===== config.mk =====
export PLATFORM = sky130hd
export DESIGN_NAME = engine_result_collector
export DESIGN_NICKNAME = d
export VERILOG_FILES = /design/src/rtl/engine_result_collector.sv
export SDC_FILE = /design/constraint.sdc
export NUM_CORES = 1
export LEC_CHECK = 0
export ABC_AREA = 1
export ABC_CLOCK_PERIOD_IN_PS = 3100
export CELL_PAD_IN_SITES_DETAIL_PLACEMENT = 1
export CELL_PAD_IN_SITES_GLOBAL_PLACEMENT = 1
export CORE_MARGIN = 4
export CORE_UTILIZATION = 29
export CTS_CLUSTER_SIZE = 25
export DETAILED_ROUTE_END_ITERATION = 6
export PLACE_DENSITY = 0.85
export SLEW_MARGIN = 15
export SYNTH_ARGS = -nofsm -noshare
export SYNTH_HDL_FRONTEND = slang
export SYNTH_SLANG_ARGS = --single-unit

===== constraint.sdc =====
create_clock -name clk_iCLK -period 3.1 [get_ports clk_iCLK]
set_input_delay 0.62 -clock clk_iCLK [delete_from_list [all_inputs] [get_ports clk_iCLK]]
set_output_delay 0.62 -clock clk_iCLK [all_outputs]
set_load 0.05 [all_outputs]

===== src/rtl/engine_result_collector.sv =====
// Purpose : round-robin collector of NUM_PROC engine result words into the frame-buffer RAM write port.
// Latency : request seen in cycle N -> req_ack in N+1 -> write_iWR_en in N+2; one write per cycle sustained.
// Backpressure: wr_ready low holds S2 stable; S1 fills behind it, then grants stop until S2 drains.
//
// Ports:
//   clk_iCLK, reset           single clock, synchronous active-high reset
//   engine_req/engine_words   per-engine level request and packed {x,y,itr} word
//   req_ack                   registered one-hot acknowledge, one cycle after capture
//   wr_ready                  RAM side accepts a write this cycle
//   write_iWR_en/address_iADDR/writedata_iDATA   RAM write port (x + y*H_RES, itr)
//   pixel_count/frame_done    accepted writes this frame, one-cycle end-of-frame pulse
//   drop_count                saturating count of off-screen results
//   busy                      either pipeline stage holds a word
module engine_result_collector #(
    parameter int NUM_PROC   = 4,
    parameter int X_WIDTH    = 10,
    parameter int Y_WIDTH    = 9,
    parameter int ITR_WIDTH  = 8,
    parameter int H_RES      = 640,
    parameter int V_RES      = 480,
    parameter int ADDR_WIDTH = 19,
    parameter int WORD_W     = X_WIDTH + Y_WIDTH + ITR_WIDTH
) (
    input  logic                       clk_iCLK,
    input  logic                       reset,
    input  logic [NUM_PROC-1:0]        engine_req,
    input  logic [NUM_PROC*WORD_W-1:0] engine_words,
    output logic [NUM_PROC-1:0]        req_ack,
    input  logic                       wr_ready,
    output logic                       write_iWR_en,
    output logic [ADDR_WIDTH-1:0]      address_iADDR,
    output logic [ITR_WIDTH-1:0]       writedata_iDATA,
    output logic [ADDR_WIDTH-1:0]      pixel_count,
    output logic                       frame_done,
    output logic [7:0]                 drop_count,
    output logic                       busy
);

    localparam int PTR_W = (NUM_PROC > 1) ? $clog2(NUM_PROC) : 1;
    localparam logic [ADDR_WIDTH-1:0] LAST_PIX = ADDR_WIDTH'(H_RES * V_RES - 1);

    // Pipeline state
    logic                  s1_vld;
    logic [WORD_W-1:0]     s1_word;
    logic                  s2_vld;
    logic [ADDR_WIDTH-1:0] s2_addr;
    logic [ITR_WIDTH-1:0]  s2_data;
    logic [NUM_PROC-1:0]   ack_q;
    logic [PTR_W-1:0]      rr_ptr;
    logic [ADDR_WIDTH-1:0] pix_q;
    logic                  frame_q;
    logic [7:0]            drop_q;

    // Handshake terms
    logic s2_xfer;
    logic s1_adv;
    logic s1_free;

    assign s2_xfer = s2_vld && wr_ready;
    assign s1_adv  = s1_vld && (!s2_vld || s2_xfer);
    assign s1_free = !s1_vld || s1_adv;

    // S1 field split and range check
    logic [X_WIDTH-1:0]   s1_x;
    logic [Y_WIDTH-1:0]   s1_y;
    logic [ITR_WIDTH-1:0] s1_itr;
    logic                 on_screen;

    assign s1_x      = s1_word[WORD_W-1 -: X_WIDTH];
    assign s1_y      = s1_word[ITR_WIDTH +: Y_WIDTH];
    assign s1_itr    = s1_word[ITR_WIDTH-1:0];
    assign on_screen = (64'(s1_x) < 64'(H_RES)) && (64'(s1_y) < 64'(V_RES));

    // Round-robin arbitration. The engine acknowledged this cycle still
    // has its request up for the word we already took, so it is masked.
    logic [NUM_PROC-1:0] eligible;
    logic [NUM_PROC-1:0] elig_rot;
    logic [PTR_W-1:0]    gnt_off;
    logic [PTR_W:0]      gnt_sum;
    logic [PTR_W-1:0]    gnt_idx;
    logic                gnt_vld;
    logic [NUM_PROC-1:0] gnt_onehot;
    logic [WORD_W-1:0]   gnt_word;
    logic [PTR_W-1:0]    ptr_next;

    assign eligible = engine_req & ~ack_q;

    always_comb begin
        elig_rot   = '0;
        gnt_off    = '0;
        gnt_sum    = '0;
        gnt_idx    = '0;
        gnt_vld    = 1'b0;
        gnt_onehot = '0;
        gnt_word   = '0;
        ptr_next   = rr_ptr;

        // Rotate so bit 0 is the current highest-priority engine, then
        // take the lowest set bit (loop runs downward so lowest wins).
        elig_rot = NUM_PROC'({eligible, eligible} >> rr_ptr);
        for (int k = NUM_PROC - 1; k >= 0; k--) begin
            if (elig_rot[k]) begin
                gnt_off = PTR_W'(k);
            end
        end

        gnt_sum = {1'b0, rr_ptr} + {1'b0, gnt_off};
        if (gnt_sum >= (PTR_W + 1)'(NUM_PROC)) begin
            gnt_sum = gnt_sum - (PTR_W + 1)'(NUM_PROC);
        end
        gnt_idx = gnt_sum[PTR_W-1:0];

        gnt_vld = s1_free && (|eligible);

        for (int k = 0; k < NUM_PROC; k++) begin
            if (int'(gnt_idx) == k) begin
                gnt_word      = engine_words[k*WORD_W +: WORD_W];
                gnt_onehot[k] = gnt_vld;
            end
        end

        if (gnt_idx == PTR_W'(NUM_PROC - 1)) begin
            ptr_next = '0;
        end else begin
            ptr_next = gnt_idx + 1'b1;
        end
    end

    always_ff @(posedge clk_iCLK) begin
        if (reset) begin
            s1_vld  <= 1'b0;
            s1_word <= '0;
            s2_vld  <= 1'b0;
            s2_addr <= '0;
            s2_data <= '0;
            ack_q   <= '0;
            rr_ptr  <= '0;
            pix_q   <= '0;
            frame_q <= 1'b0;
            drop_q  <= '0;
        end else begin
            ack_q <= gnt_onehot;

            // S1: a grant refills it even while it advances this cycle
            if (gnt_vld) begin
                s1_vld  <= 1'b1;
                s1_word <= gnt_word;
                rr_ptr  <= ptr_next;
            end else if (s1_adv) begin
                s1_vld <= 1'b0;
            end

            // S2: only loaded with on-screen words; otherwise empties on transfer
            if (s1_adv && on_screen) begin
                s2_vld  <= 1'b1;
                s2_addr <= ADDR_WIDTH'(64'(s1_x) + 64'(s1_y) * 64'(H_RES));
                s2_data <= s1_itr;
            end else if (s2_xfer) begin
                s2_vld <= 1'b0;
            end

            if (s1_adv && !on_screen && (drop_q != 8'hFF)) begin
                drop_q <= drop_q + 8'd1;
            end

            frame_q <= 1'b0;
            if (s2_xfer) begin
                if (pix_q == LAST_PIX) begin
                    pix_q   <= '0;
                    frame_q <= 1'b1;
                end else begin
                    pix_q <= pix_q + 1'b1;
                end
            end
        end
    end

    assign req_ack         = ack_q;
    assign write_iWR_en    = s2_vld;
    assign address_iADDR   = s2_addr;
    assign writedata_iDATA = s2_data;
    assign pixel_count     = pix_q;
    assign frame_done      = frame_q;
    assign drop_count      = drop_q;
    assign busy            = s1_vld || s2_vld;

endmodule


==> impl_results.md, run 1 <==
- Status: completed
- I/O pin count: between 150 and 200
- Nets: 1091
- Slowest stage delay, CP: about 0.48 ns
- Via count: 6034
- Clk slew on worst S/H paths: 0.07 ns
- Max VDD drop: approximately 0.66 mV
- TNS Setup: 0 ns
- Antenna-violating nets left: 0
- Die footprint: between 0.02 and 0.025 sq mm
- Inserted Clock Buffers: 9
- Share of cells above drive strength 1: 0.112
- Final Cell Area: between 0.007 and 0.008 sq mm
- DRT Pass-1 Iters: 4
- Multi-input gate area: 0.00325 sq mm
- DIE WIDTH: between 100 and 150 um
- Hold Violations, Final: 0
- DP Area: between 0.007 and 0.008 sq mm
- Fin Clk Skew: 0.00574 ns
- Routed len/inst: about 18 um
- CTS root buf: clkbuf_16
- Vias in the first global route: between 6000 and 7000
- Routability cong.: between 0.8 and 0.9
- Gr ovfl total: 0
- Worst setup EP type: register
- Final hold slack: 0.476 ns
- Syn Area/Cell: between 7 and 8 sq um
- Global-route wire length before repair: 33000 um
- Sw power: approximately 3.9 mW
- CTS tree: built
- Die height: 144 um
- # port buffers: between 150 and 200
- Rows: 49
- CP Max Fanout: 6
- Max Clock Freq: 0.340 GHz
- Predominant post-synthesis flop cell: dfxtp_1
- Initial antenna violation count: 1
- Final count of pins violating max slew: 0
- Max Cap Viol: 0
- Placed instance count: 1166
- Net Count, Synth: just over 900
- Worst path slowest cell: clkdlybuf4s50_1
- FF/Latch Area: 0.00180 sq mm
- Initial Utilization: 0.297
- Synth Cell Area: 0.00537 sq mm
- Final min period: 2.95 ns
- Number of DRC markers in iteration 0: between 300 and 400
- Post-synth ARST share: 0
- Core ar.: 0.0181 sq mm
- Worst EP required: between 3 and 4 ns
- Residual DRC: 0
- Crit Path Category: in2reg
- Lkg Pwr: 3.36 nW
- H-tree Lvls: 3
- CTS max path bufs: 2
- Worst EP arrival: roughly 3.2 ns
- Clock Latency Late Sink: approximately 0.34 ns
- Hold_buf cts: 0
- Synth-to-layout area growth: 48.4%
- CTS sink cnt: 90
- Post-synthesis sequential element count: 90
- Worst hold path class: reg2reg
- Final Cycle Share: 0.950
- Post-detail-place hpwl: 15900 um
- Startpoint Class: input port
- Avg Vias per Cell: ~5.1
- Switch share: 0.475
- Filler-free cell count of the finished design: ~1200
- Clock Power Share: 0.137
- Pint: ~4.3 mW
- Rel. slew slack: 0.455
- EDFF count, synth: 0
- All-Layer GR Usage: 0.200
- Syn. warnings: 0
- Routed WL: about 21000 um
- Reg power frac: 0.198
- Register area share after synthesis: 0.335
- Worst slew pin tran: 0.817 ns
- Cell area power density: ~1000 mW/mm^2
- Critical-path cell list: clkdlybuf4s50_1 > nand3_1 > nand3_1 > o21ai_2 > and3_1 > o21a_1 > ha_2 > nand3b_1 > nand2_2 > ha_4 > inv_4 > nor2_4 > buf_6 > nand2_2 > nand2_2 > o211ai_1 > a21oi_1
- Logic pwr share: 0.665
- Cell count after synthesis: around 760
- Final setup fails: 0
- Pin count of the biggest net entering global routing: 36
- CP most frequent cell: nand2_2
- Fill cells: between 2000 and 2500
- Yosys cell types: 43
power groups by stage:
stage                     Combinational (mW)  Clock (mW)  Sequential (mW)
final                                   5.46        1.12             1.62
after global routing                    6.00        1.19             1.66
after CTS                               5.10        1.15             1.62
after detailed placement                5.07           0             1.64
after global placement                  4.90           0             1.63
after floorplan                         2.84           0             1.95
cell usage in the layout (no fill, tap or decap), types with 8 or more instances in the layout:
master           netlist  final
nand3_1               41     40
ha_1                  24     20
nor3_1                17     17
inv_2                  4      8
nand2_2                2      8
nor2_1                79     75
xor2_1                11     11
clkdlybuf4s50_1        0    172
nor2_2                 7      9
inv_1                 57     51
dfxtp_1               90     90
a21oi_1              105    105
clkbuf_16              0      9
o21ai_0               62     61
nand4_1                8      8
o211ai_1              28     28
nand2_1              148    142
buf_4                  0     25
worst paths after layout:
path / end / cells after the start / startpoint / slack (ns)
setup / recovery: s1_word[24]$_SDFFE_PP0P_ / 17 / engine_req[3] / 0.15
hold / removal: address_iADDR[1]$_SDFFE_PP0P_ / 2 / s1_word[18]$_SDFFE_PP0P_ / 0.48
setup reg to reg: s1_word[24]$_SDFFE_PP0P_ / 16 / rr_ptr[0]$_SDFFE_PP0P_ / 0.32
hold reg to reg: address_iADDR[1]$_SDFFE_PP0P_ / 2 / s1_word[18]$_SDFFE_PP0P_ / 0.48
what timing repair did:
action	CTS	global route
setup endpoints to repair	1	27
setup buffers	0	1
resized for setup	1	37
cloned	0	1
pin swaps	0	13
layout make-up:
class,instances,share of cell area
Multi-Input combinational cell,577,0.408
Timing Repair Buffer,210,0.261
Sequential cell,90,0.226
Clock buffer,15,0.0374
Tap cell,229,0.0359
Inverter,62,0.0301
Clock inverter,1,0.000628
Antenna cell,1,0.000314
sequential cells by signal, indices dropped and copies added (netlist names):
signal,flops
write_iWR_en,1
s1_vld,1
writedata_iDATA,8
pixel_count,19
drop_count,8
rr_ptr,2
s1_word,27
frame_done,1
req_ack,4
address_iADDR,19
kinds of logic after synthesis:
group           count (synthesis)  share of synthesized area
simple gates                  325                      0.280
compound gates                210                      0.220
buf+inv                        97                     0.0752
flops                          90                      0.335
fa+ha+maj                      26                     0.0633
xor+xnor                       16                     0.0261
cell usage after synthesis (3+ instances only):
cell | n | area share
nand2_1 | 148 | 0.10
a21oi_1 | 105 | 0.098
dfxtp_1 | 90 | 0.34
nor2_1 | 79 | 0.055
o21ai_0 | 62 | 0.058
inv_1 | 57 | 0.040
nand3_1 | 41 | 0.038
o211ai_1 | 28 | 0.039
ha_1 | 24 | 0.056
clkbuf_1 | 20 | 0.014
nor3_1 | 17 | 0.016
xor2_1 | 11 | 0.018
buf_2 | 9 | 0.0084
nand4_1 | 8 | 0.0093
nor2_2 | 7 | 0.0082
nand2_4 | 5 | 0.010
xnor2_1 | 5 | 0.0082
inv_2 | 4 | 0.0028
o21a_1 | 4 | 0.0056
buf_6 | 3 | 0.0063
nand3_2 | 3 | 0.0056
o21bai_1 | 3 | 0.0042
worst max-delay path, delay by kind of cell:
kind                     cells  cell delay [ns]
AO/OA/AOI/OAI                4             0.59
buffers and inverters        3             0.68
AND/OR/NAND/NOR              8             0.98
adder cells (fa/ha/maj)      2             0.34
per-layer routing:
layer	wire [um]	vias to the layer above	GRT usage	share of wire
met2	10700	160	0.358	0.51
li1	-	2938	-	-
met1	8470	2904	0.239	0.41
met5	0	-	0	0
met3	1280	32	0.0423	0.061
met4	463	0	0.0619	0.022
metrics by stage:
step	worst slack, ns	utilization	power [mW]
after floorplan	0.128	-	4.79
after global placement	-0.269	0.416	6.53
after detailed placement	-0.363	0.416	6.71
after CTS	0.0319	0.433	7.87
after global routing	-0.000781	0.441	8.85
final	0.155	0.441	8.20
Power figures use the tool's default switching activity.
==> run 2: changes to the inputs <==
- MAX_ROUTING_LAYER: unset -> met4
==> impl_results.md, run 2 (synthesized netlist as in run 1, its figures left out) <==
- Status: completed
- I/O pin count: 176 (unchanged)
- Cell family with most CP delay: buffers and inverters
- CTS root buf: clkbuf_16
- # port buffers: 175 (unchanged)
- Residual DRC: 0 (unchanged)
- Final setup fails: 0 (unchanged)
- Top reg by flops: s1_word
- Crit Path Category: in2reg
- Final count of pins violating max slew: 0 (unchanged)
- Critical-path cell list: clkdlybuf4s50_1 > nand2_1 > nand2_1 > o21ai_4 > buf_4 > a21oi_1 > o21a_1 > ha_2 > nand3b_1 > nand2_2 > inv_1 > ha_4 > inv_2 > buf_12 > o211ai_1 > a21oi_1
- CTS max path bufs: 2 (unchanged)
- Vias in the first global route: 6400 (-0.22%)
- Worst setup EP type: register
- Lkg Pwr: 3.37 nW (+0.19%)
- Synth-to-layout area growth: 48.6%
- Worst path slowest cell: clkdlybuf4s50_1
- Inserted Clock Buffers: 9 (unchanged)
- Clk slew on worst S/H paths: 0.06 ns (about the same)
- Gr ovfl total: 0 (unchanged)
- Met1 wire length: 8550 um (+0.96%)
- Core ar.: 0.0181 sq mm (unchanged)
- Antenna-violating nets left: 0 (unchanged)
- Filler-free cell count of the finished design: 1186 (+0.084%)
- Most frequent cells in the layout: clkdlybuf4s50_1 (172), nand2_1 (143), a21oi_1 (104)
- Rel. slew slack: 0.456 (+0.00172)
- Pin count of the biggest net entering global routing: 36 (unchanged)
- Routed WL: 21000 um (+0.54%)
- Commonest non-fill, non-tap cell in the layout: clkdlybuf4s50_1
- R2R Path Start: rr_ptr[0]$_SDFFE_PP0P_
- Cell area power density: 1030 mW/mm^2 (about the same)
- Clock Latency Late Sink: 0.34 ns (about the same)
- Die footprint: 0.0208 sq mm (unchanged)
- PnR Total Power: 8.22 mW (+0.20%)
- Post-detail-place hpwl: 15900 um (unchanged)
- Max Cap Viol: 0 (unchanged)
- Logic pwr share: 0.666 (about the same)
- Rows: 49 (unchanged)
- WL met3: 1200 um (-6.6%)
- Met2 Wirelength: 10800 um (+1.0%)
- Global-route wire length before repair: 33100 um (about the same)
- Reg power frac: 0.197 (about the same)
- Max VDD drop: 0.650 mV (-0.89%)
- DP Area: 0.00753 sq mm (unchanged)
- Worst hold path class: reg2reg
- Sw power: 3.90 mW (+0.25%)
- Via count: 6001 (-0.55%)
- Routed len/inst: 17.7 um (+0.46%)
- Fin Clk Skew: 0.00804 ns (+0.00230 ns)
- Share of cells above drive strength 1: 0.112 (-0.000117)
- Number of DRC markers in iteration 0: 265 (-20%)
- Switch share: 0.475 (about the same)
- Worst slew pin tran: 0.814 ns (-0.00258 ns)
- Max Clock Freq: 0.340 GHz (+0.17%)
- Hold Violations, Final: 0 (unchanged)
- Startpoint Class: input port
- Slowest stage delay, CP: 0.48 ns (about the same)
- Buf/Inv on CP: 5 (+2)
- Worst setup startpoint: engine_req[3]
- DRT Pass-1 Iters: 4 (unchanged)
- Worst EP arrival: 3.15 ns (-0.07 ns)
- Final Cycle Share: 0.948 (-0.00159)
- CTS sink cnt: 90 (unchanged)
- Worst EP required: 3.31 ns (-0.06 ns)
- Hold_sp: s1_word[18]$_SDFFE_PP0P_
- Routability cong.: 0.845 (+1.5%)
- Initial Utilization: 0.297 (unchanged)
- H-tree Lvls: 3 (unchanged)
- Final min period: 2.94 ns (-0.00494 ns)
- CTS tree: built
- Die height: 144 um (unchanged)
- Pint: 4.32 mW (+0.17%)
- DIE WIDTH: 144 um (unchanged)
- Final Cell Area: 0.00798 sq mm (+0.14%)
- Nets: 1092 (+0.092%)
- DR top layer: met4
- CP Max Fanout: 22 (+16)
- Placed instance count: 1166 (unchanged)
- All-Layer GR Usage: 0.206 (+0.00587)
- Max reg flops: 27 (unchanged)
- Avg Vias per Cell: 5.06 (-0.63%)
- Clock Power Share: 0.137 (about the same)
- Initial antenna violation count: 1 (unchanged)
[run 2: cell count changes in the layout (fill, tap and decap cells not counted), sizes merged]
cell  change
buf       +1
[run 2: metal layers]
metal	global-route usage	vias up
li1	-	2949
met1	0.242	2848
met2	0.358	166
met3	0.0384	38
met4	0.0619	0
met5	-	-
[run 2: worst register-to-register path, cell delays in order (launching register included)]
cell      delay, ns
dfxtp_1        0.44
inv_1          0.18
nand2_1        0.15
o21ai_4        0.07
buf_4          0.14
a21oi_1        0.13
o21a_1         0.13
ha_2           0.17
nand3b_1       0.11
nand2_2        0.12
inv_1          0.13
ha_4           0.18
inv_2          0.07
buf_12         0.16
o211ai_1       0.35
a21oi_1        0.11
[run 2: timing repair]
item / CTS / global route
hold endpoints to repair: 0 / 0
cloned: 0 / 1
setup buffers: 0 / 2
endpoints found under the setup margin: 1 / 27
pin swaps: 0 / 13
gates resized for setup: 1 / 36
hold buffers: 0 / 0
[run 2: stage by stage]
stage          worst slack, ns  hold slack, ns  setup TNS [ns]  utilization
2_1_floorplan            0.128           0.450               0            -
3_3_place_gp            -0.269           0.459           -5.21        0.416
3_5_place_dp            -0.363           0.469           -7.37        0.416
4_1_cts                 0.0319           0.484               0        0.433
5_1_grt              -0.000654           0.510       -0.000654        0.441
6_report                 0.160           0.476               0        0.441
[run 2: power by group through the flow]
| stage | Combinational [mW] | Clock (mW) | Sequential (mW) |
|---|---|---|---|
| floorplan | 2.84 | 0 | 1.95 |
| global placement | 4.90 | 0 | 1.63 |
| detailed placement | 5.07 | 0 | 1.64 |
| CTS | 5.10 | 1.15 | 1.62 |
| global route | 6.03 | 1.19 | 1.65 |
| finish | 5.47 | 1.12 | 1.62 |
[run 2: area by class of cell]
type	instances	area [sq um]
Timing Repair Buffer	211	2090
Clock inverter	1	5.00
Fill cell	2241	10100
Sequential cell	90	1800
Inverter	62	240
Clock buffer	15	298
Multi-Input combinational cell	577	3260
Antenna cell	1	2.50
Tap cell	229	287
[run 2: path summary, 6_finish.rpt]
path	cells past startpoint	slack, ns	to
worst max-delay path	16	0.16	s1_word[24]$_SDFFE_PP0P_
worst min-delay path	2	0.48	address_iADDR[1]$_SDFFE_PP0P_
worst max register to register	15	0.33	s1_word[24]$_SDFFE_PP0P_
worst min register to register	2	0.48	address_iADDR[1]$_SDFFE_PP0P_
